--- src/rtl/cp0_pkg.sv ---
// rtl/cp0_pkg.sv - CP0 register numbers, exception codes, field positions and pack helpers
package cp0_pkg;

    localparam logic [4:0] REG_COUNT   = 5'd9;
    localparam logic [4:0] REG_COMPARE = 5'd11;
    localparam logic [4:0] REG_SR      = 5'd12;
    localparam logic [4:0] REG_CAUSE   = 5'd13;
    localparam logic [4:0] REG_EPC     = 5'd14;
    localparam logic [4:0] REG_PRID    = 5'd15;

    localparam logic [4:0] EXC_INT  = 5'd0;
    localparam logic [4:0] EXC_ADEL = 5'd4;
    localparam logic [4:0] EXC_ADES = 5'd5;
    localparam logic [4:0] EXC_RI   = 5'd10;
    localparam logic [4:0] EXC_OV   = 5'd12;

    localparam int SR_IE_BIT     = 0;
    localparam int SR_EXL_BIT    = 1;
    localparam int SR_IM_LO      = 10;
    localparam int CAUSE_EXC_LO  = 2;
    localparam int CAUSE_IP_LO   = 10;
    localparam int CAUSE_BD_BIT  = 31;
    localparam int IP_W          = 6;

    localparam logic [31:0] SR_WMASK    = 32'h0000_FC03;
    localparam logic [31:0] CAUSE_RMASK = 32'h8000_FC7C;

    function automatic logic [31:0] pack_sr(logic [IP_W-1:0] im, logic exl, logic ie);
        logic [31:0] r;
        r = '0;
        r[SR_IM_LO +: IP_W] = im;
        r[SR_EXL_BIT]       = exl;
        r[SR_IE_BIT]        = ie;
        return r & SR_WMASK;
    endfunction

    function automatic logic [31:0] pack_cause(logic bd, logic [IP_W-1:0] ip, logic [4:0] exc);
        logic [31:0] r;
        r = '0;
        r[CAUSE_BD_BIT]         = bd;
        r[CAUSE_IP_LO +: IP_W]  = ip;
        r[CAUSE_EXC_LO +: 5]    = exc;
        return r & CAUSE_RMASK;
    endfunction

endpackage

--- src/rtl/cp0_exception_unit_if.sv ---
// rtl/cp0_exception_unit_if.sv - M-stage to CP0 commit interface
interface cp0_exception_unit_if #(
    parameter int N_IRQ = 6
);
    logic             valid;
    logic             exception;
    logic [4:0]       exc_code;
    logic             bd;
    logic [31:0]      pc;
    logic             eret;
    logic             mtc0_en;
    logic [4:0]       mtc0_addr;
    logic [31:0]      mtc0_wdata;
    logic [4:0]       mfc0_addr;
    logic [N_IRQ-1:0] hw_irq;
    logic [31:0]      mfc0_rdata;
    logic             handler_req;
    logic [31:0]      epc_out;
    logic             exl_out;

    modport master (
        output valid, exception, exc_code, bd, pc, eret,
               mtc0_en, mtc0_addr, mtc0_wdata, mfc0_addr, hw_irq,
        input  mfc0_rdata, handler_req, epc_out, exl_out
    );

    modport slave (
        input  valid, exception, exc_code, bd, pc, eret,
               mtc0_en, mtc0_addr, mtc0_wdata, mfc0_addr, hw_irq,
        output mfc0_rdata, handler_req, epc_out, exl_out
    );
endinterface

--- src/rtl/cp0_timer.sv ---
// rtl/cp0_timer.sv - Count/Compare timer with sticky pending flag
module cp0_timer (
    input  logic        clk,
    input  logic        reset,
    input  logic        count_we,
    input  logic        compare_we,
    input  logic [31:0] wdata,
    output logic [31:0] count,
    output logic [31:0] compare,
    output logic        timer_pend
);

    always_ff @(posedge clk) begin
        if (reset) begin
            count      <= '0;
            compare    <= '0;
            timer_pend <= 1'b0;
        end else begin
            if (count_we) count <= wdata;
            else          count <= count + 32'd1;

            // Compare==0 is treated as "timer disarmed"; rewriting Compare acknowledges.
            if (compare_we) begin
                compare    <= wdata;
                timer_pend <= 1'b0;
            end else if ((count == compare) && (compare != 32'd0)) begin
                timer_pend <= 1'b1;
            end
        end
    end

endmodule

--- src/rtl/cp0_exception_unit.sv ---
// rtl/cp0_exception_unit.sv - CP0 state, commit-stage exception/interrupt arbitration, read mux
module cp0_exception_unit
    import cp0_pkg::*;
#(
    parameter int          N_IRQ      = 6,
    parameter bit          TIMER_EN   = 1'b1,
    parameter int          TIMER_LINE = 5,
    parameter logic [31:0] PRID_VALUE = 32'h2020_0b0e
) (
    input logic                 clk,
    input logic                 reset,
    cp0_exception_unit_if.slave bus
);

    logic [IP_W-1:0] sr_im;
    logic            sr_exl;
    logic            sr_ie;
    logic            cause_bd;
    logic [IP_W-1:0] cause_ip;
    logic [4:0]      cause_exc;
    logic [31:0]     epc;

    logic [31:0]     count_q;
    logic [31:0]     compare_q;
    logic            timer_pend;

    logic [IP_W-1:0] ip_ext;
    logic [IP_W-1:0] ip_next;
    logic            irq;
    logic            submit;
    logic            eret_commit;
    logic            mtc0_commit;
    logic            count_we;
    logic            compare_we;

    always_comb begin
        ip_ext              = '0;
        ip_ext[N_IRQ-1:0]   = bus.hw_irq;
        ip_next             = ip_ext;
        ip_next[TIMER_LINE] = ip_ext[TIMER_LINE] | timer_pend;
    end

    // Interrupts look at this cycle's lines, not the registered Cause.IP.
    assign irq         = (|(ip_next & sr_im)) & sr_ie & ~sr_exl;
    assign submit      = bus.valid & ~reset & (irq | bus.exception);
    assign eret_commit = bus.valid & ~submit & bus.eret;
    assign mtc0_commit = bus.valid & ~submit & ~bus.eret & bus.mtc0_en;
    assign count_we    = mtc0_commit && (bus.mtc0_addr == REG_COUNT);
    assign compare_we  = mtc0_commit && (bus.mtc0_addr == REG_COMPARE);

    generate
        if (TIMER_EN) begin : g_timer
            cp0_timer u_timer (
                .clk        (clk),
                .reset      (reset),
                .count_we   (count_we),
                .compare_we (compare_we),
                .wdata      (bus.mtc0_wdata),
                .count      (count_q),
                .compare    (compare_q),
                .timer_pend (timer_pend)
            );
        end else begin : g_no_timer
            assign count_q    = '0;
            assign compare_q  = '0;
            assign timer_pend = 1'b0;
        end
    endgenerate

    always_ff @(posedge clk) begin
        if (reset) begin
            sr_im     <= '0;
            sr_exl    <= 1'b0;
            sr_ie     <= 1'b0;
            cause_bd  <= 1'b0;
            cause_ip  <= '0;
            cause_exc <= '0;
            epc       <= '0;
        end else begin
            cause_ip <= ip_next;
            if (submit) begin
                sr_exl    <= 1'b1;
                cause_bd  <= bus.bd;
                cause_exc <= irq ? EXC_INT : bus.exc_code;
                epc       <= bus.bd ? (bus.pc - 32'd4) : bus.pc;
            end else if (eret_commit) begin
                sr_exl <= 1'b0;
            end else if (mtc0_commit) begin
                if (bus.mtc0_addr == REG_SR) begin
                    sr_im  <= bus.mtc0_wdata[SR_IM_LO +: IP_W];
                    sr_exl <= bus.mtc0_wdata[SR_EXL_BIT];
                    sr_ie  <= bus.mtc0_wdata[SR_IE_BIT];
                end else if (bus.mtc0_addr == REG_EPC) begin
                    epc <= {bus.mtc0_wdata[31:2], 2'b00};
                end
            end
        end
    end

    always_comb begin
        bus.mfc0_rdata = '0;
        case (bus.mfc0_addr)
            REG_COUNT:   bus.mfc0_rdata = count_q;
            REG_COMPARE: bus.mfc0_rdata = compare_q;
            REG_SR:      bus.mfc0_rdata = pack_sr(sr_im, sr_exl, sr_ie);
            REG_CAUSE:   bus.mfc0_rdata = pack_cause(cause_bd, cause_ip, cause_exc);
            REG_EPC:     bus.mfc0_rdata = epc;
            REG_PRID:    bus.mfc0_rdata = PRID_VALUE;
            default:     bus.mfc0_rdata = '0;
        endcase
    end

    assign bus.handler_req = submit;
    assign bus.epc_out     = epc;
    assign bus.exl_out     = sr_exl;

endmodule

--- src/flat_wrapper.sv ---
// flat-port wrapper written by rule: the top's interface ports become plain ports
module cp0_exception_unit_flat import cp0_pkg::*;
#(
    parameter int          N_IRQ      = 6,
    parameter bit          TIMER_EN   = 1'b1,
    parameter int          TIMER_LINE = 5,
    parameter logic [31:0] PRID_VALUE = 32'h2020_0b0e
)
  (clk, reset, bus_valid, bus_exception, bus_exc_code, bus_bd, bus_pc, bus_eret, bus_mtc0_en, bus_mtc0_addr, bus_mtc0_wdata, bus_mfc0_addr, bus_hw_irq, bus_mfc0_rdata, bus_handler_req, bus_epc_out, bus_exl_out);
  cp0_exception_unit_if #(.N_IRQ(N_IRQ)) bus_i ();
  input logic clk;
  input logic reset;
  input wire logic [$bits(bus_i.valid)-1:0] bus_valid;
  input wire logic [$bits(bus_i.exception)-1:0] bus_exception;
  input wire logic [$bits(bus_i.exc_code)-1:0] bus_exc_code;
  input wire logic [$bits(bus_i.bd)-1:0] bus_bd;
  input wire logic [$bits(bus_i.pc)-1:0] bus_pc;
  input wire logic [$bits(bus_i.eret)-1:0] bus_eret;
  input wire logic [$bits(bus_i.mtc0_en)-1:0] bus_mtc0_en;
  input wire logic [$bits(bus_i.mtc0_addr)-1:0] bus_mtc0_addr;
  input wire logic [$bits(bus_i.mtc0_wdata)-1:0] bus_mtc0_wdata;
  input wire logic [$bits(bus_i.mfc0_addr)-1:0] bus_mfc0_addr;
  input wire logic [$bits(bus_i.hw_irq)-1:0] bus_hw_irq;
  output wire logic [$bits(bus_i.mfc0_rdata)-1:0] bus_mfc0_rdata;
  output wire logic [$bits(bus_i.handler_req)-1:0] bus_handler_req;
  output wire logic [$bits(bus_i.epc_out)-1:0] bus_epc_out;
  output wire logic [$bits(bus_i.exl_out)-1:0] bus_exl_out;
  assign bus_i.valid = bus_valid;
  assign bus_i.exception = bus_exception;
  assign bus_i.exc_code = bus_exc_code;
  assign bus_i.bd = bus_bd;
  assign bus_i.pc = bus_pc;
  assign bus_i.eret = bus_eret;
  assign bus_i.mtc0_en = bus_mtc0_en;
  assign bus_i.mtc0_addr = bus_mtc0_addr;
  assign bus_i.mtc0_wdata = bus_mtc0_wdata;
  assign bus_i.mfc0_addr = bus_mfc0_addr;
  assign bus_i.hw_irq = bus_hw_irq;
  assign bus_mfc0_rdata = bus_i.mfc0_rdata;
  assign bus_handler_req = bus_i.handler_req;
  assign bus_epc_out = bus_i.epc_out;
  assign bus_exl_out = bus_i.exl_out;
  cp0_exception_unit #(.N_IRQ(N_IRQ), .TIMER_EN(TIMER_EN), .TIMER_LINE(TIMER_LINE), .PRID_VALUE(PRID_VALUE)) u_core (.clk(clk), .reset(reset), .bus(bus_i));
endmodule
--- config.mk ---
export PLATFORM = sky130hd
export DESIGN_NAME = cp0_exception_unit_flat
export DESIGN_NICKNAME = d
export VERILOG_FILES = /design/src/rtl/cp0_pkg.sv /design/src/rtl/cp0_exception_unit_if.sv /design/src/rtl/cp0_timer.sv /design/src/rtl/cp0_exception_unit.sv /design/src/flat_wrapper.sv
export SDC_FILE = /design/constraint.sdc
export NUM_CORES = 1
export LEC_CHECK = 0
export CAP_MARGIN = 30
export CORE_ASPECT_RATIO = 0.8
export CORE_MARGIN = 10
export CORE_UTILIZATION = 53
export DETAILED_ROUTE_END_ITERATION = 16
export PLACE_DENSITY = 0.88
export SYNTH_ARGS = -nofsm -noshare
export SYNTH_HDL_FRONTEND = slang
export SYNTH_SLANG_ARGS = --single-unit
export TNS_END_PERCENT = 20
--- constraint.sdc ---
create_clock -name clk -period 5 [get_ports clk]
set_input_delay 1 -clock clk [delete_from_list [all_inputs] [get_ports clk]]
set_output_delay 1 -clock clk [all_outputs]
set_load 0.02 [all_outputs]
==> results.ini <==
[run_status]
status=finished clean

[sta]
clock.fmax_ghz=0.236
hold_violations=0
worstMarginPinSlew_ns=0.776
finalSetupTns_ns=0
whs_ns=0.490
min_period_ns=4.23
fin_crit_sh_pct=84.6
maxSlewHeadroom_pct=47.8
grt_setup_unrepaired=false
drv_slew=0
setup_violations=0
skew_ns=0.0107

[global_route]
grt_max_degree=85
grt_pass1_wl_mm=38.7
grt_overflow=0
antenna_found_initial=0
grt_use_total_pct=27.0
grt_pass1_vias=6803

[setup_path]
r2r-start=u_core.g_timer.u_timer.timer_pend
crit_top_cell=clkdlybuf4s50_1
cp-startpoint=bus_mfc0_addr[0]
r2r_setup_slack_ns=2.67
r2r_cells=6
crit_path_end_kind=output port
critPathMaxStageDelay_ns=0.60
slowest_stage=clkdlybuf4s50_1
cp.arrival_ns=3.23
start_kind=primary input
worstPathRequired_ns=4.00
path_cells=clkdlybuf4s50_1, nor2b_1, nand4_1, o21ai_0, a221o_1, clkdlybuf4s50_1
critical_path_class=in -> out
regToRegEndpoint=u_core.g_timer.u_timer.count[4]
path_max_fanout=8

[min_path]
hold_class=reg -> reg
min_path_cells=2
worstHoldStart=u_core.cause_bd
hold_end=u_core.cause_bd

[place]
place_area_sq_um=8560
io_buffers=157
dpl.hpwl_mm=18.3
globalplace.congestion=0.981

[clock_tree]
postCtsHoldBufs=0
worstSkewPairLatency_ns=0.42
clk_pin_slew_ns=0.05
h-tree-depth=4
tritoncts=done
clock_path_buffers=2
ctsResizeCount=0
cts_sinks=117
cts_made_buffers=17
postCtsSetupRepairBufs=0
clock-root-buffer=clkbuf_16

[route]
finalWirelength_mm=25.1
wire_per_inst_um=21.3
ant_nets=0
dr_total_vias=7271
drt_iter0_drc=1184
dr.pass1.iters=6
drc_errors=0
vias_per_cell=6.18

[layout]
syn_to_final_growth_pct=34.2
drive_above_1_share_pct=7.89
diodes=0
fin_nets=1082
nFillCells=971
final_area_sq_um=9230

[logic_synthesis]
synth.avg_cell_area_sq_um=7.99
synth_common_cells=nand2_1 (165), dfxtp_1 (117), nor2_1 (62)
yosysTopAreaCellShare_pct=34.1
synth_edf_count=0
synth_largest_area_cell=dfxtp_1
async_flop_share_pct=0
ys_warn_count=0
ys.flop_type=dfxtp_1
synth_seq_cells=117
yosysMostFrequentCell=nand2_1
syn_inst=860
synthesis.area_sq_um=6880
ys_types=63
synth_area_leaders=dfxtp_1 (34%), nand2_1 (9.0%), xnor2_1 (7.6%)
ys_seq_area_share_pct=34.1
syn_nets=954

[run]
maxCapViolCount=0

[floorplanning]
rows=37
dieArea_sq_um=18000
core-area_sq_um=12800
boundaryPins=158
dieWidth_um=147
start_util_pct=53.8
fp.dieH_um=122

[pwr]
powerDensity_nw_per_um2=283
p_leak_nw=3.06
ir_drop_mv=0.241

## critical path: cells and delay by family
family	cells	cell delay (ns)
AND/OR/NAND/NOR	2	0.63
buffers and inverters	2	1.12
AO/OA/AOI/OAI	2	0.48
## power by group
group	switching [mW]	internal, mW
Sequential	0.0197	0.950
Clock	0.452	0.925
Combinational	0.137	0.129
Total	0.609	2.01
## sequential cells by signal (all words and copies together), names as in the netlist
signal,flops
u_core.cause_bd,1
u_core.cause_ip,6
u_core.bus.epc_out,32
u_core.sr_im,6
u_core.bus.exl_out,1
u_core.g_timer.u_timer.count,32
u_core.g_timer.u_timer.compare,32
u_core.g_timer.u_timer.timer_pend,1
u_core.sr_ie,1
u_core.cause_exc,5
## area by class of cell
type	instances	area (sq um)	share of cell area [%]
clock buffer	21	470	5.10
clock inverter	11	198	2.14
multi-input combinational	669	4240	46.0
timing repair buffer	172	1720	18.6
tap	175	219	2.37
inverter	11	41.3	0.447
sequential	117	2340	25.4
## placed cells by master, fill, tap and decap left out, drive strengths merged, types with 3 or more instances in the layout
cell type / Yosys / final
o21ai: 35 / 35
nor3b: 3 / 3
and3: 14 / 14
a221o: 8 / 8
bufinv: 0 / 5
a31oi: 5 / 5
and4: 7 / 7
a21oi: 46 / 46
dfxtp: 117 / 117
clkdlybuf4s50: 0 / 155
a311oi: 10 / 10
clkbuf: 40 / 21
a22oi: 12 / 12
xor2: 25 / 25
a221oi: 6 / 6
a211oi: 39 / 39
a31o: 3 / 3
nand2: 165 / 165
xnor2: 60 / 60
nand3: 18 / 18
nor2: 62 / 62
mux2i: 41 / 41
nor2b: 9 / 9
and2: 3 / 3
nand4: 23 / 23
inv: 11 / 11
nand3b: 3 / 3
buf: 23 / 17
or4: 5 / 5
clkinvlp: 0 / 4
nor3: 15 / 15
nor4: 23 / 23
o211ai: 4 / 4
## through the flow
stage / setup WS [ns] / power [mW] / util, % / cells
6_report: 0.769 / 2.61 / 72.2 / 1176
5_1_grt: 0.685 / 2.68 / 72.2 / 1176
4_1_cts: 0.802 / 2.60 / 72.2 / 1176
3_5_place_dp: 0.829 / 1.25 / 67.0 / 1144
3_3_place_gp: 0.887 / 1.24 / 66.6 / 1142
2_1_floorplan: 1.45 / 1.09 / - / 860
## kinds of logic after synthesis
kind of cell / Yosys count / synth area share (%)
compound gates: 180 / 17.7
xor+xnor: 85 / 10.8
fa+ha+maj: 2 / 0.364
buf+inv: 74 / 4.53
flops: 117 / 34.1
mux: 41 / 5.97
simple gates: 361 / 26.5
## metal layers
layer  global-route usage [%]  vias up  share of wire (%)  routed length [um]
met5                        0        -                  0                   0
met4                     7.66        0                2.0                 510
met3                     8.60       60                 13                3300
met2                     40.3      485                 44               11000
met1                     36.7     3391                 41               10300
li1                         -     3335                  -                   -
## worst max-delay path by stage
stage	endpoint	slack [ns]	cells past startpoint
after global placement	bus_mfc0_rdata[3]	0.89	6
after floorplan	bus_mfc0_rdata[16]	1.45	5
after detailed placement	bus_mfc0_rdata[3]	0.83	6
after global routing	bus_mfc0_rdata[14]	0.69	7
final	bus_mfc0_rdata[3]	0.77	6
after CTS	bus_mfc0_rdata[3]	0.80	6
No activity file was read; power rests on OpenSTA's default activity.
